## src/rtl/pbit_sweep_scheduler.sv

```systemverilog
// -----------------------------------------------------------------------------
// pbit_sweep_scheduler
//
// Purpose:
//    Sequences Gibbs-style updates of NUM_PBITS p-bits through one shared,
//    time-multiplexed update datapath. One request is in flight at a time,
//    issued in index order 0..NUM_PBITS-1. Each returned bit is committed into
//    the p-bit state register. update_cycle_done pulses once per completed
//    sweep. Clamped p-bits are never sent to the datapath; they are forced to
//    clamp_val every cycle.
//
// Ports:
//    clk               system clock, rising edge
//    reset             synchronous, active-high reset
//    run               level enable; high = keep sweeping
//    clamp_mask        1 = p-bit clamped (skipped, forced to clamp_val)
//    clamp_val         value forced on clamped p-bits
//    upd_req           request to the shared update datapath
//    upd_idx           index of the p-bit being updated
//    upd_state         state snapshot for the datapath (= pbit_out)
//    upd_ready         datapath accepts request when upd_req && upd_ready
//    upd_valid         datapath result strobe (honoured only while waiting)
//    upd_bit           new value for p-bit upd_idx
//    pbit_out          current p-bit state vector
//    update_cycle_done one-cycle pulse, full sweep committed
//    sweep_count       completed sweeps, wraps 2^32-1 -> 0
//    busy              high in any state other than IDLE
// -----------------------------------------------------------------------------
module pbit_sweep_scheduler #(
   parameter int                   NUM_PBITS  = 8,
   parameter int                   IDX_W      = $clog2(NUM_PBITS),
   parameter logic [NUM_PBITS-1:0] INIT_STATE = '0
) (
   input  logic                 clk,
   input  logic                 reset,
   input  logic                 run,
   input  logic [NUM_PBITS-1:0] clamp_mask,
   input  logic [NUM_PBITS-1:0] clamp_val,
   output logic                 upd_req,
   output logic [IDX_W-1:0]     upd_idx,
   output logic [NUM_PBITS-1:0] upd_state,
   input  logic                 upd_ready,
   input  logic                 upd_valid,
   input  logic                 upd_bit,
   output logic [NUM_PBITS-1:0] pbit_out,
   output logic                 update_cycle_done,
   output logic [31:0]          sweep_count,
   output logic                 busy
);

   typedef enum logic [1:0] {
      ST_IDLE  = 2'd0,
      ST_ISSUE = 2'd1,
      ST_WAIT  = 2'd2
   } state_t;

   localparam logic [IDX_W-1:0] LAST_IDX = IDX_W'(NUM_PBITS - 1);
   localparam logic [IDX_W-1:0] IDX_ONE  = IDX_W'(1);

   state_t               state_r;
   logic [IDX_W-1:0]     idx_r;
   logic [NUM_PBITS-1:0] pbit_r;
   logic                 upd_req_r;
   logic                 done_r;
   logic                 busy_r;
   logic [31:0]          sweep_count_r;

   logic                 last_idx_s;
   logic [IDX_W-1:0]     next_idx_s;
   logic                 commit_s;
   logic                 advance_s;
   logic [NUM_PBITS-1:0] commit_vec_s;
   logic [NUM_PBITS-1:0] pbit_next_s;

   // Index sequencing: wrap to 0 after the last p-bit.
   always_comb begin
      last_idx_s = (idx_r == LAST_IDX);
      if (last_idx_s) begin
         next_idx_s = {IDX_W{1'b0}};
      end else begin
         next_idx_s = idx_r + IDX_ONE;
      end
   end

   // Commit/advance decode. In ISSUE, a cleared upd_req_r marks a clamped
   // index: that slot is a one-cycle skip instead of a datapath request.
   always_comb begin
      commit_s  = (state_r == ST_WAIT) && upd_valid;
      advance_s = commit_s || ((state_r == ST_ISSUE) && !upd_req_r);
   end

   // Next p-bit vector: the returned bit is merged first, then the clamp
   // override is applied, so a clamped bit wins over any committed value.
   always_comb begin
      commit_vec_s = pbit_r;
      if (commit_s) begin
         commit_vec_s[idx_r] = upd_bit;
      end else begin
         commit_vec_s = pbit_r;
      end
      pbit_next_s = (commit_vec_s & ~clamp_mask) | (clamp_val & clamp_mask);
   end

   // Sweep FSM with registered request, done pulse, busy and sweep counter.
   always_ff @(posedge clk) begin
      if (reset) begin
         state_r       <= ST_IDLE;
         idx_r         <= {IDX_W{1'b0}};
         pbit_r        <= INIT_STATE;
         upd_req_r     <= 1'b0;
         done_r        <= 1'b0;
         busy_r        <= 1'b0;
         sweep_count_r <= 32'd0;
      end else begin
         pbit_r <= pbit_next_s;
         done_r <= 1'b0;

         case (state_r)
            ST_IDLE: begin
               // Resume at the saved index; the request is pre-decided here
               // so upd_req is registered and valid in the first ISSUE cycle.
               if (run) begin
                  state_r   <= ST_ISSUE;
                  upd_req_r <= ~clamp_mask[idx_r];
                  busy_r    <= 1'b1;
               end
            end
            ST_ISSUE: begin
               // Request held stable until accepted.
               if (upd_req_r && upd_ready) begin
                  state_r   <= ST_WAIT;
                  upd_req_r <= 1'b0;
               end
            end
            ST_WAIT: begin
               // Wait indefinitely for upd_valid; the commit is handled by
               // the advance logic below.
               upd_req_r <= 1'b0;
            end
            default: begin
               state_r   <= ST_IDLE;
               upd_req_r <= 1'b0;
               busy_r    <= 1'b0;
            end
         endcase

         // Index boundary: the only point where run is re-evaluated, so an
         // in-flight request always commits before the FSM idles.
         if (advance_s) begin
            idx_r <= next_idx_s;
            if (last_idx_s) begin
               done_r        <= 1'b1;
               sweep_count_r <= sweep_count_r + 32'd1;
            end
            if (run) begin
               state_r   <= ST_ISSUE;
               upd_req_r <= ~clamp_mask[next_idx_s];
               busy_r    <= 1'b1;
            end else begin
               state_r   <= ST_IDLE;
               upd_req_r <= 1'b0;
               busy_r    <= 1'b0;
            end
         end
      end
   end

   assign upd_req           = upd_req_r;
   assign upd_idx           = idx_r;
   assign upd_state         = pbit_r;
   assign pbit_out          = pbit_r;
   assign update_cycle_done = done_r;
   assign sweep_count       = sweep_count_r;
   assign busy              = busy_r;

endmodule

```

## config.mk

```make
export PLATFORM = sky130hd
export DESIGN_NAME = pbit_sweep_scheduler
export DESIGN_NICKNAME = d
export VERILOG_FILES = /design/src/rtl/pbit_sweep_scheduler.sv
export SDC_FILE = /design/constraint.sdc
export NUM_CORES = 1
export LEC_CHECK = 0
export CORE_MARGIN = 1
export CORE_UTILIZATION = 51
export DETAILED_ROUTE_END_ITERATION = 8
export HOLD_SLACK_MARGIN = 0.12
export MAX_ROUTING_LAYER = met4
export PLACE_DENSITY = 0.85
export SLEW_MARGIN = 20
export SYNTH_ARGS = -nofsm -noshare
export SYNTH_HDL_FRONTEND = slang
export SYNTH_SLANG_ARGS = --single-unit
```

## constraint.sdc

```tcl
create_clock -name clk -period 5.07 [get_ports clk]
set_input_delay 0.507 -clock clk [delete_from_list [all_inputs] [get_ports clk]]
set_output_delay 0.507 -clock clk [all_outputs]
set_load 0.01 [all_outputs]
```

Word-level counts from Yosys, hierarchy flattened. Index checks and enable logic that the tools add are counted.

Output and inout port bits: 54. Register bits: 48. Word-level logic and storage cells: 63. Input bits: 22.

Equal/unequal tests: 7. Mux-type cells: 24. Reductions and logical operators: 13. Bitwise logic cells: 7. $add $sub $neg: 2. Magnitude comparators: 3.

Operator list (number): $add A32 B1 Y32 const B (1); $and A8 B8 Y8 (2); $mux W1 (12); $bwmux W8 (1); $lt A3 B4 Y1 const B (2); $mux W8 (1); $not A8 Y8 (1); $or A8 B8 Y8 (1); $bmux W1 S3 (2); $mux W2 (3); $pmux W2 S3 (1); $reduce_and A2 Y1 (3); $logic_and A1 B1 Y1 (4); $pmux W1 S2 (2); $reduce_or A2 Y1 (2); $add A3 B1 Y3 const B (1); $demux W1 S3 (1); $eq A3 B3 Y1 const B (1); $ge A3 B1 Y1 const B (1); $mux W3 (1); $ne A3 B2 Y1 const B (1); $ne A3 B3 Y1 const B (1); $not A1 Y1 (3); $reduce_and A3 Y1 (1); 7 further kinds (7).

Depth between registers and ports, before layout.
Depth in word-level cells: 8. Mapped depth: 8. Depth with buffers taken out: 7.

Least setup slack after synthesis. OpenSTA, ideal clock, no wires.

Path kind: register -> register. Start: reg idx_r[0], in the netlist upd_idx[0]. End: reg sweep_count_r[31], in the netlist sweep_count[31]. Arrival: 1994 ps. Required time: 4999 ps. Slack: 3005 ps. Period minus slack after synthesis: 2065 ps. Buffers on the path: 0. Setup time: 71 ps. Cell stages (with the launch flop): 7. Cell sequence: dfxtp_1 -> ha_1 -> ha_1 -> o2111ai_1 -> or3_4 -> or4_1 -> a21oi_1.

Longest elaborated chain between the ends: 2.

RTL lines: start, declared (RTL line 61) `logic [IDX_W-1:0] idx_r;`; start signal, assigned (RTL line 108) `idx_r <= {IDX_W{1'b0}};`; start signal, assigned (RTL line 150) `idx_r <= next_idx_s;`; $eq A3 B3 Y1 (RTL line 77) `last_idx_s = (idx_r == LAST_IDX);`; via last_idx_s (RTL line 68) `logic last_idx_s;`; $reduce_and A2 Y1 (no source line); end signal, assigned (RTL line 153) `sweep_count_r <= sweep_count_r + 32'd1;`; end, declared (RTL line 66) `logic [31:0] sweep_count_r;`.

The timed path passes the listed nets, and every way through them passes these cells. A chain may end at the register's enable or synchronous reset.

Final worst setup path.
Start: reg idx_r[0], in the netlist upd_idx[0]. End: reg sweep_count_r[24], in the netlist sweep_count[24].

Same word-level chain as after synthesis.

==> results.cfg <==
[worst_setup_path]
worst_path_max_delay_cell = dfxtp_1
timing.rr.end = sweep_count[24]$_SDFFE_PP0P_
crit-reg2reg-launch = upd_idx[0]$_SDFFE_PP0P_
timing.critical_path.slowest_cell_delay_ns = 0.68
crit_path_start_kind = register
cpMostUsedCell = ha_1
critPathBufInv = 1
critPathTopFamily = simple AND/OR/NAND/NOR gates
end_kind = register
setup.reg_to_reg.worst_slack_ns = 2.12
startpoint = upd_idx[0]$_SDFFE_PP0P_
crit_path_max_fanout = 17
crit_type = reg2reg
count_of_cells_along_the_worst_register_to_register_path = 7
critPathRequiredTime_ns = 5.31
worst_ep_arrival_time_ns = 3.19
critical_path.cell_chain = ha_1 -> ha_1 -> o211ai_1 -> buf_4 -> or3_4 -> or4_1 -> a21oi_1

[pwr]
pwr-share-clk_pct = 31.2
netSwitchingFraction_pct = 29.1
share_of_power_burned_in_registers_pct = 43.8
peakVddDrop_mv = 0.170
total_leakage_power_nw = 1.14
p_int_mw = 0.689
pd_cells_nw_per_um2 = 282
comb_power_share_pct = 25.0
power.net_switching_mw = 0.283

[logic_synthesis]
post_synth_mux_area_share_pct = 7.31
synthFlopType = dfxtp_1
synth_warn = 0
synth_largest_area_cell = dfxtp_1
fraction_of_registers_with_async_set_or_reset_after_synthesis_pct = 0
synth_sequential_area_ratio_pct = 37.2
post-synth-top-area-fraction_pct = 37.2
post_synth_num_cell_types = 43
share_of_synthesized_cell_area_in_full_adder_half_adder_and_majority_cells_pct = 2.90
syn-num-nets = 341
synth_cells = 313
synthTopCellsByArea = dfxtp_1 37%, xnor2_1 6.1%, nor2_1 5.2%
yosys.area_share.simple_pct = 28.3
combinational_family_with_the_most_area_after_synthesis = simple AND/OR/NAND/NOR gates
synthesis.area_per_instance_um2 = 8.26
synth_compound_area_share_pct = 11.6
cell_area_after_synthesis_um2 = 2590
postSynthRegisterBits = 48
synth_enable_flop_cells = 0
synth_xor_xnor_area_share_pct = 6.43

[min_path]
hold_start = sweep_count[31]$_SDFFE_PP0P_
holdCritPathClass = reg2reg
timing.hold.worst_endpoint = sweep_count[31]$_SDFFE_PP0P_
worst_hold_path.num_cells = 2

[route]
vias = 2499
detail-route-antenna-nets = 0
initialDrtViolationCount = 199
wl_mm = 6.52
route.detailed.wl_per_inst_um = 14.8
drc = 0
drtPass1Iterations = 5
avgViaCountPerCell = 5.68

[floorplan]
io_pins = 76
dieWidth_um = 73.2
floorplan.die_area_um2 = 5360
core_um2 = 4790
initial_core_util_pct = 54.0
placement_rows = 25
die_height_um = 73.2

[cells_and_area]
multi_input_comb_area_um2 = 1470
register_area_um2 = 961
num-fill-cells = 383
diodes = 0
finalNetCount = 400
drive_gt1_share_pct = 6.43
synth_to_final_area_change_pct = 33.2
postLayoutCoreUtil_pct = 72.0

[sta]
maxClockFrequency_mhz = 339
finalHoldViolations = 0
maxSlewHeadroom_pct = 53.2
fin_crit_ns = 2.95
finalSetupViolCount = 0
tcrit_tclk_final_pct = 58.2
timing.setup.tns_ns = 0
timing_max_transition_violations_final = 0
worstMarginPinSlew_ns = 0.702
setup_repair_after_global_routing_missed_its_margin = no
worst_clock_skew_ns = 0.00587

[flow_run]
cap_violations = 0

[clocking]
cts_tree = built
clock_insertion_delay_at_the_later_pin_of_the_skew_report_ns = 0.30
numCtsBuffers = 5
buffers_inserted_by_post_cts_timing_repair = 0
cts-resized-gates = 0
cts_htree_levels = 2
ctsLongestPathBuffers = 2
cts_root_buffer = clkbuf_8
postCtsHoldBufs = 0
clk_pin_slew_ns = 0.09
clock_sink_count = 48

[placed_design]
gp_routability_congestion = 0.893
detailed_place_hpwl_mm = 4.60
port_buffers = 75

[grt]
grt_antenna_before_repair = 0
grt_util_all_layers_pct = 25.7
first_pass_grt_wire_length_mm = 10.4
grt_max_degree = 48
grt_pass1_vias = 2202
grt-ovfl-total = 0

[run_status]
run_status = completed
==> power groups by stage <==
stage,Clock (mW),Sequential (mW),Combinational (mW)
global route,0.324,0.429,0.265
CTS,0.307,0.425,0.241
floorplan,0,0.428,0.162
finish,0.303,0.426,0.243
detailed placement,0,0.433,0.239
global placement,0,0.432,0.233
==> routing by layer <==
metal	vias to the layer above	track usage, %	routed length [um]
met2	96	40.1	3120
li1	1227	-	-
met4	0	6.54	73
met5	-	-	0
met1	1167	34.4	2970
met3	9	4.28	347
==> how the worst max path moves through the flow <==
stage | end | cells after the start
global route | sweep_count[24]$_SDFFE_PP0P_ | 7
detailed placement | sweep_count[31]$_SDFFE_PP0P_ | 6
CTS | sweep_count[31]$_SDFFE_PP0P_ | 6
finish | sweep_count[24]$_SDFFE_PP0P_ | 7
floorplan | sweep_count[31]$_SDFFE_PP0P_ | 6
global placement | sweep_count[31]$_SDFFE_PP0P_ | 6
==> logic make-up (layout without fill, tap and decap cells) <==
group                      count (synthesis)  after routing
xor gates and xnor gates                  19             19
DFF                                       48             48
AOI/OAI and AO/OA                         51             51
and+or+nand+nor                          135            135
muxes                                     18             18
buffers and inverters                     36             96
adders and majority gates                  6              6
==> metrics by stage <==
| stage | cell area (um2) | cells | setup WS (ns) | hold WS [ns] | total power [mW] |
|---|---|---|---|---|---|
| final | 3440 | 440 | 2.12 | 0.492 | 0.972 |
| after global routing | 3440 | 440 | 1.92 | 0.511 | 1.02 |
| after CTS | 3430 | 439 | 1.95 | 0.494 | 0.973 |
| after detailed placement | 3300 | 431 | 1.99 | 0.478 | 0.673 |
| after global placement | 3300 | 431 | 2.05 | 0.478 | 0.665 |
| after floorplan | 2590 | 313 | 3.00 | 0.495 | 0.590 |
==> worst min-delay path, stage by stage, from the launching register on <==
cell	delay, ns
dfxtp_1	0.34
o31ai_1	0.06
a21oi_1	0.05
==> layout by cell type (no fill, tap or decap), drive strengths merged, types with 2 or more instances in the layout <==
cell type	count
nand3b	5
a21o	2
a211oi	2
or4	2
a21oi	20
nand2	22
nor2	36
o211ai	3
and3	2
or2	2
mux2	7
nand4	7
mux2i	11
nand3	11
and4	2
inv	11
clkbuf	7
nand4b	2
nor2b	2
ha	6
xnor2	18
buf	2
or3	11
o21ai	15
nand2b	2
nor3	15
clkdlybuf4s50	75
dfxtp	48
nor4	12
o31ai	3
==> cells in the mapped netlist (3+ instances only) <==
library cell and number:
dfxtp_1 48, nor2_1 36, nand2_1 22, a21oi_1 20, xnor2_1 18, clkbuf_1 17, nor3_1 15, o21ai_0 15
inv_1 11, mux2i_1 11, nand3_1 11, nor4_1 11, or3_1 9, buf_4 8, mux2_2 7, ha_1 6
nand4_1 6, nand3b_1 5, o211ai_1 3, o31ai_1 3
==> cell type report <==
cell class / instances / area share (%)
Clock inverter: 1 / 0.872
Timing Repair Buffer: 77 / 22.2
Clock buffer: 7 / 2.80
Sequential cell: 48 / 27.9
Multi-Input combinational cell: 229 / 42.6
Inverter: 11 / 1.20
Tap cell: 67 / 2.43
Power figures use the tool's default switching activity.
==> RTL edit 1 (config.mk and constraints unchanged) <==
Change the parameter `NUM_PBITS` from 8 to 16.
--- a/src/rtl/pbit_sweep_scheduler.sv
+++ b/src/rtl/pbit_sweep_scheduler.sv
@@ -28,5 +28,5 @@
 // -----------------------------------------------------------------------------
 module pbit_sweep_scheduler #(
-   parameter int                   NUM_PBITS  = 8,
+   parameter int                   NUM_PBITS  = 16,
    parameter int                   IDX_W      = $clog2(NUM_PBITS),
    parameter logic [NUM_PBITS-1:0] INIT_STATE = '0
Ports: changed (5 resized); port bits go from 76 to 109. No check against the original RTL was run, so the function may have changed too.
==> RTL edit 1 against the unedited design <==
Die area is 27% higher; sequential cell count is 9 higher; wire length grew 33%; total power rose by 47%; clock skew decreased by 0.00088 ns; final area is 31% higher; area after synthesis grew 28%; clock power rose by 74%; synthesized cell count is 21% higher; combinational power increased by 54%; global-route usage rose by 1.4 points; worst setup slack worse by 0.087 ns; hold slack gained 0.022 ns; critical path type unchanged.
==> RTL edit 1: results <==
route:
  routed_wl_um: 8690
  wl_met3_um: 644
  viasPerCell: 5.71
  met2_length_um: 4200
  routedLengthMet1_um: 3570
  drtIter0Drc: 247
  drt-pass1-iter-count: 4
sta:
  holdWs_ns: 0.514
  fin_skew_ns: 0.00499
  max_slew.worst_pin.slew_ns: 0.864
clock_network:
  cts_root_buf: "clkbuf_8"
  cts_resized: 0
  clk_latency_ns: 0.34
  cts_buffers: 9
  cts_max_level: 3
placement:
  place_inst: 527
  port_buffers: 108
  gp_congestion: 0.882
  dp_hpwl_um: 6010
  dpl-instance-area_um2: 4270
layout:
  final_layout_size_suffix_gt1_share_pct: 9.40
  fin_cells: 543
min_path:
  min_from: "sweep_count[29]"
  hold_end: "sweep_count[29]"
synth:
  seq_area_frac_synth_pct: 34.5
  synthCells: 378
  synth-adder-area-share_pct: 3.03
  syn_nets: 424
  synth_compound_area_share_pct: 8.17
  synth_xor_area_share_pct: 6.89
  synthDistinctLibCells: 46
  synth.mux.area_fraction_pct: 14.9
  ys_top_cells_by_count: "60 x nor2_1, 57 x dfxtp_1, 20 x mux2i_1, 20 x nand2_1, 20 x xor2_1"
  ys_top_cells_by_area: "dfxtp_1 35%, nor2_1 6.8%, mux2_2 6.1%, mux2i_1 6.1%, xor2_1 5.3%"
grt:
  grt_pass1_wl_um: 13500
  grt_start_max_net_pins: 61
  grt_usage_pct: 27.0
worst_setup_path:
  r2r_setup_slack_ns: 2.03
  crit_family: "compound AO/OA/AOI/OAI gates"
  reg2reg_depth: 6
  critPathMaxFanout: 14
  max_stage_delay_ns: 0.79
  r2r_end: "sweep_count[31]"
  cp.arrival_ns: 3.27
  worst_path_max_delay_cell: "a211oi_2"
power:
  leakage_nw: 1.69
  ir_drop_mv: 0.199
outcome:
  status: "finished clean"
## RTL edit 1: kinds of logic (layout without fill, tap and decap cells)
group,count (synthesis),count (layout)
mux,42,42
flops,57,57
simple gates,160,160
buf+inv,43,133
xor+xnor,26,26
compound gates,42,42
fa+ha+maj,8,8
## RTL edit 1: how the worst max path moves through the flow
stage / to / depth (start not counted) / startpoint
2_1_floorplan: upd_req / 7 / upd_idx[1]
3_3_place_gp: sweep_count[31] / 6 / upd_valid
3_5_place_dp: sweep_count[31] / 6 / upd_idx[0]
4_1_cts: sweep_count[31] / 6 / upd_idx[0]
5_1_grt: sweep_count[31] / 6 / upd_idx[0]
6_report: sweep_count[31] / 6 / upd_idx[0]
## RTL edit 1: through the flow
step | total power, mW | setup slack (ns)
final | 1.43 | 2.03
after CTS | 1.44 | 2.06
after global placement | 0.898 | 2.16
after floorplan | 0.771 | 3.00
after detailed placement | 0.907 | 2.06
after global routing | 1.50 | 1.78
## RTL edit 1: layer usage
metal / up-vias / GRT usage [%]
li1: 1483 / -
met1: 1468 / 31.9
met2: 120 / 43.2
met3: 28 / 4.95
met4: 0 / 15.3
met5: - / -
## RTL edit 1: where the power goes
group | internal (mW) | leakage, nW | switching [mW]
combinational | 0.193 | 1.11 | 0.183
sequential | 0.475 | 0.463 | 0.0544
clock | 0.339 | 0.120 | 0.189
## RTL edit 1: worst register-to-register path, stage by stage, from the launching register on
cell and delay, ns:
dfxtp_1 0.67, ha_1 0.42, nand3_2 0.21, a211oi_2 0.79, nand4_4 0.22, nor3_1 0.27, mux2_2 0.36
## RTL edit 1: layout make-up
class	instances	area [um^2]
clock buffers	11	141
inverters	8	30.0
fillers	469	1580
repair buffers	109	1080
well taps	75	93.8
clock inverters	5	103
multi-input cells	278	1920
flip-flops and latches	57	1140
==> RTL edit 2 (config.mk and constraints unchanged) <==
Without the edit above. Put one more register stage on the output `sweep_count`, cleared by the reset. The value now appears one clock later. The other outputs are not delayed to match.
--- a/src/rtl/pbit_sweep_scheduler.sv
+++ b/src/rtl/pbit_sweep_scheduler.sv
@@ -171,5 +171,11 @@
    assign pbit_out          = pbit_r;
    assign update_cycle_done = done_r;
-   assign sweep_count       = sweep_count_r;
+   always_ff @(posedge clk) begin
+      if (reset) begin
+         sweep_count <= '0;
+      end else begin
+         sweep_count <= sweep_count_r;
+      end
+   end
    assign busy              = busy_r;
 
Behaviour: not the same (Yosys sat finds a counterexample within 10 cycles, from zero or initial values and one cycle with reset high).
==> RTL edit 2 against the unedited design <==
Sequential cell count rose by 32; sequential share of layout area is 9.0 points higher; total power up 48%; core utilization is 3.9 points lower; wire length increased by 3.7%; synthesized cell count increased by 17%; area after synthesis increased by 31%; non-clock buffer count unchanged; final area up 26%; first-iteration DRC count shrank 16%; clock skew rose by 0.0024 ns; worst setup slack got worse by 0.091 ns; largest cell class unchanged; highest routed layer unchanged.
==> RTL edit 2: results <==
placement:
  dp_hpwl_um: 4520
  gp_congestion: 0.891
route:
  drt-pass1-iter-count: 4
  drtIter0Drc: 167
  viasPerCell: 5.21
layout:
  n_fill_cell: 494
  final_nets: 456
  final_layout_size_suffix_gt1_share_pct: 8.08
power:
  leakage_nw: 1.62
  ir_drop_mv: 0.286
grt:
  grt_usage_pct: 21.3
  grt_start_max_net_pins: 80
  grt_pass1_wl_um: 11700
  grt_pass1_vias: 2608
sta:
  fin_skew_ns: 0.00829
  max_slew.worst_pin.slew_ns: 0.846
  holdWs_ns: 0.483
synth:
  synthDistinctLibCells: 50
  seq_area_frac_synth_pct: 47.1
  ys_top_cells_by_area: "dfxtp_1 47%, nor2b_1 6.1%, xor2_1 5.2%, nor2_1 4.7%, mux2_2 3.0%"
  syn_nets: 393
  ys_top_cells_by_count: "80 x dfxtp_1, 43 x nor2_1, 33 x nor2b_1"
clock_network:
  clk_latency_ns: 0.35
  cts_max_level: 3
  cts_buffers: 9
outcome:
  status: "finished clean"
worst_setup_path:
  cp.arrival_ns: 3.32
  crit_family: "compound AO/OA/AOI/OAI gates"
  r2r_setup_slack_ns: 2.03
min_path:
  holdPathStages: 1
## RTL edit 2: cell count changes after synthesis, sizes merged, moves of 8 or more
cell   before  now
a21oi      20   12
o21ai      15    6
nor4       12    2
nor2b       2   33
xor2        1   20
xnor2      18    3
dfxtp      48   80
## RTL edit 2: final timing paths
check	from	endpoint
worst max register to register	upd_idx[0]	sweep_count_r[28]
worst min-delay path	sweep_count_r[31]	sweep_count[31]
worst max-delay path	upd_idx[0]	sweep_count_r[28]
worst min register to register	sweep_count_r[31]	sweep_count[31]
## RTL edit 2: per-stage QoR
| stage | instances | setup slack, ns | area, um^2 | util [%] |
|---|---|---|---|---|
| floorplan | 365 | 2.99 | 3400 | - |
| global placement | 494 | 2.20 | 4130 | 64.6 |
| detailed placement | 494 | 2.10 | 4130 | 64.6 |
| CTS | 510 | 2.07 | 4350 | 68.0 |
| global route | 510 | 1.83 | 4350 | 68.0 |
| finish | 510 | 2.03 | 4350 | 68.0 |
## RTL edit 2: routing by layer
metal / GRT usage (%) / part of all wire, % / vias to the layer above
li1: - / - / 1368
met1: 26.3 / 46 / 1202
met2: 33.6 / 47 / 75
met3: 3.96 / 4.7 / 13
met4: 10.6 / 2.1 / 0
met5: - / 0 / -
## RTL edit 2: area by class of cell
class / count / area, um^2 / share of cell area, %
Timing Repair Buffer: 77 / 761 / 17.5
Clock inverter: 6 / 91.3 / 2.10
Clock buffer: 10 / 128 / 2.94
Tap cell: 77 / 96.3 / 2.22
Inverter: 9 / 33.8 / 0.777
Sequential cell: 80 / 1600 / 36.9
Multi-Input combinational cell: 251 / 1630 / 37.6
## RTL edit 2: cell families (layout without fill, tap and decap cells)
| kind of cell | count (synthesis) | count (layout) | synth area share (%) |
|---|---|---|---|
| and+or+nand+nor | 166 | 166 | 26.4 |
| adders and majority gates | 6 | 6 | 2.21 |
| xor gates and xnor gates | 23 | 23 | 5.93 |
| AOI/OAI and AO/OA | 37 | 37 | 7.25 |
| DFF | 80 | 80 | 47.1 |
| muxes | 19 | 19 | 6.30 |
| buffers and inverters | 34 | 102 | 4.79 |
## RTL edit 2: where the power goes
part	total, mW	internal (mW)	switching [mW]
sequential	0.677	0.648	0.0290
combinational	0.248	0.124	0.124
clock	0.515	0.281	0.234
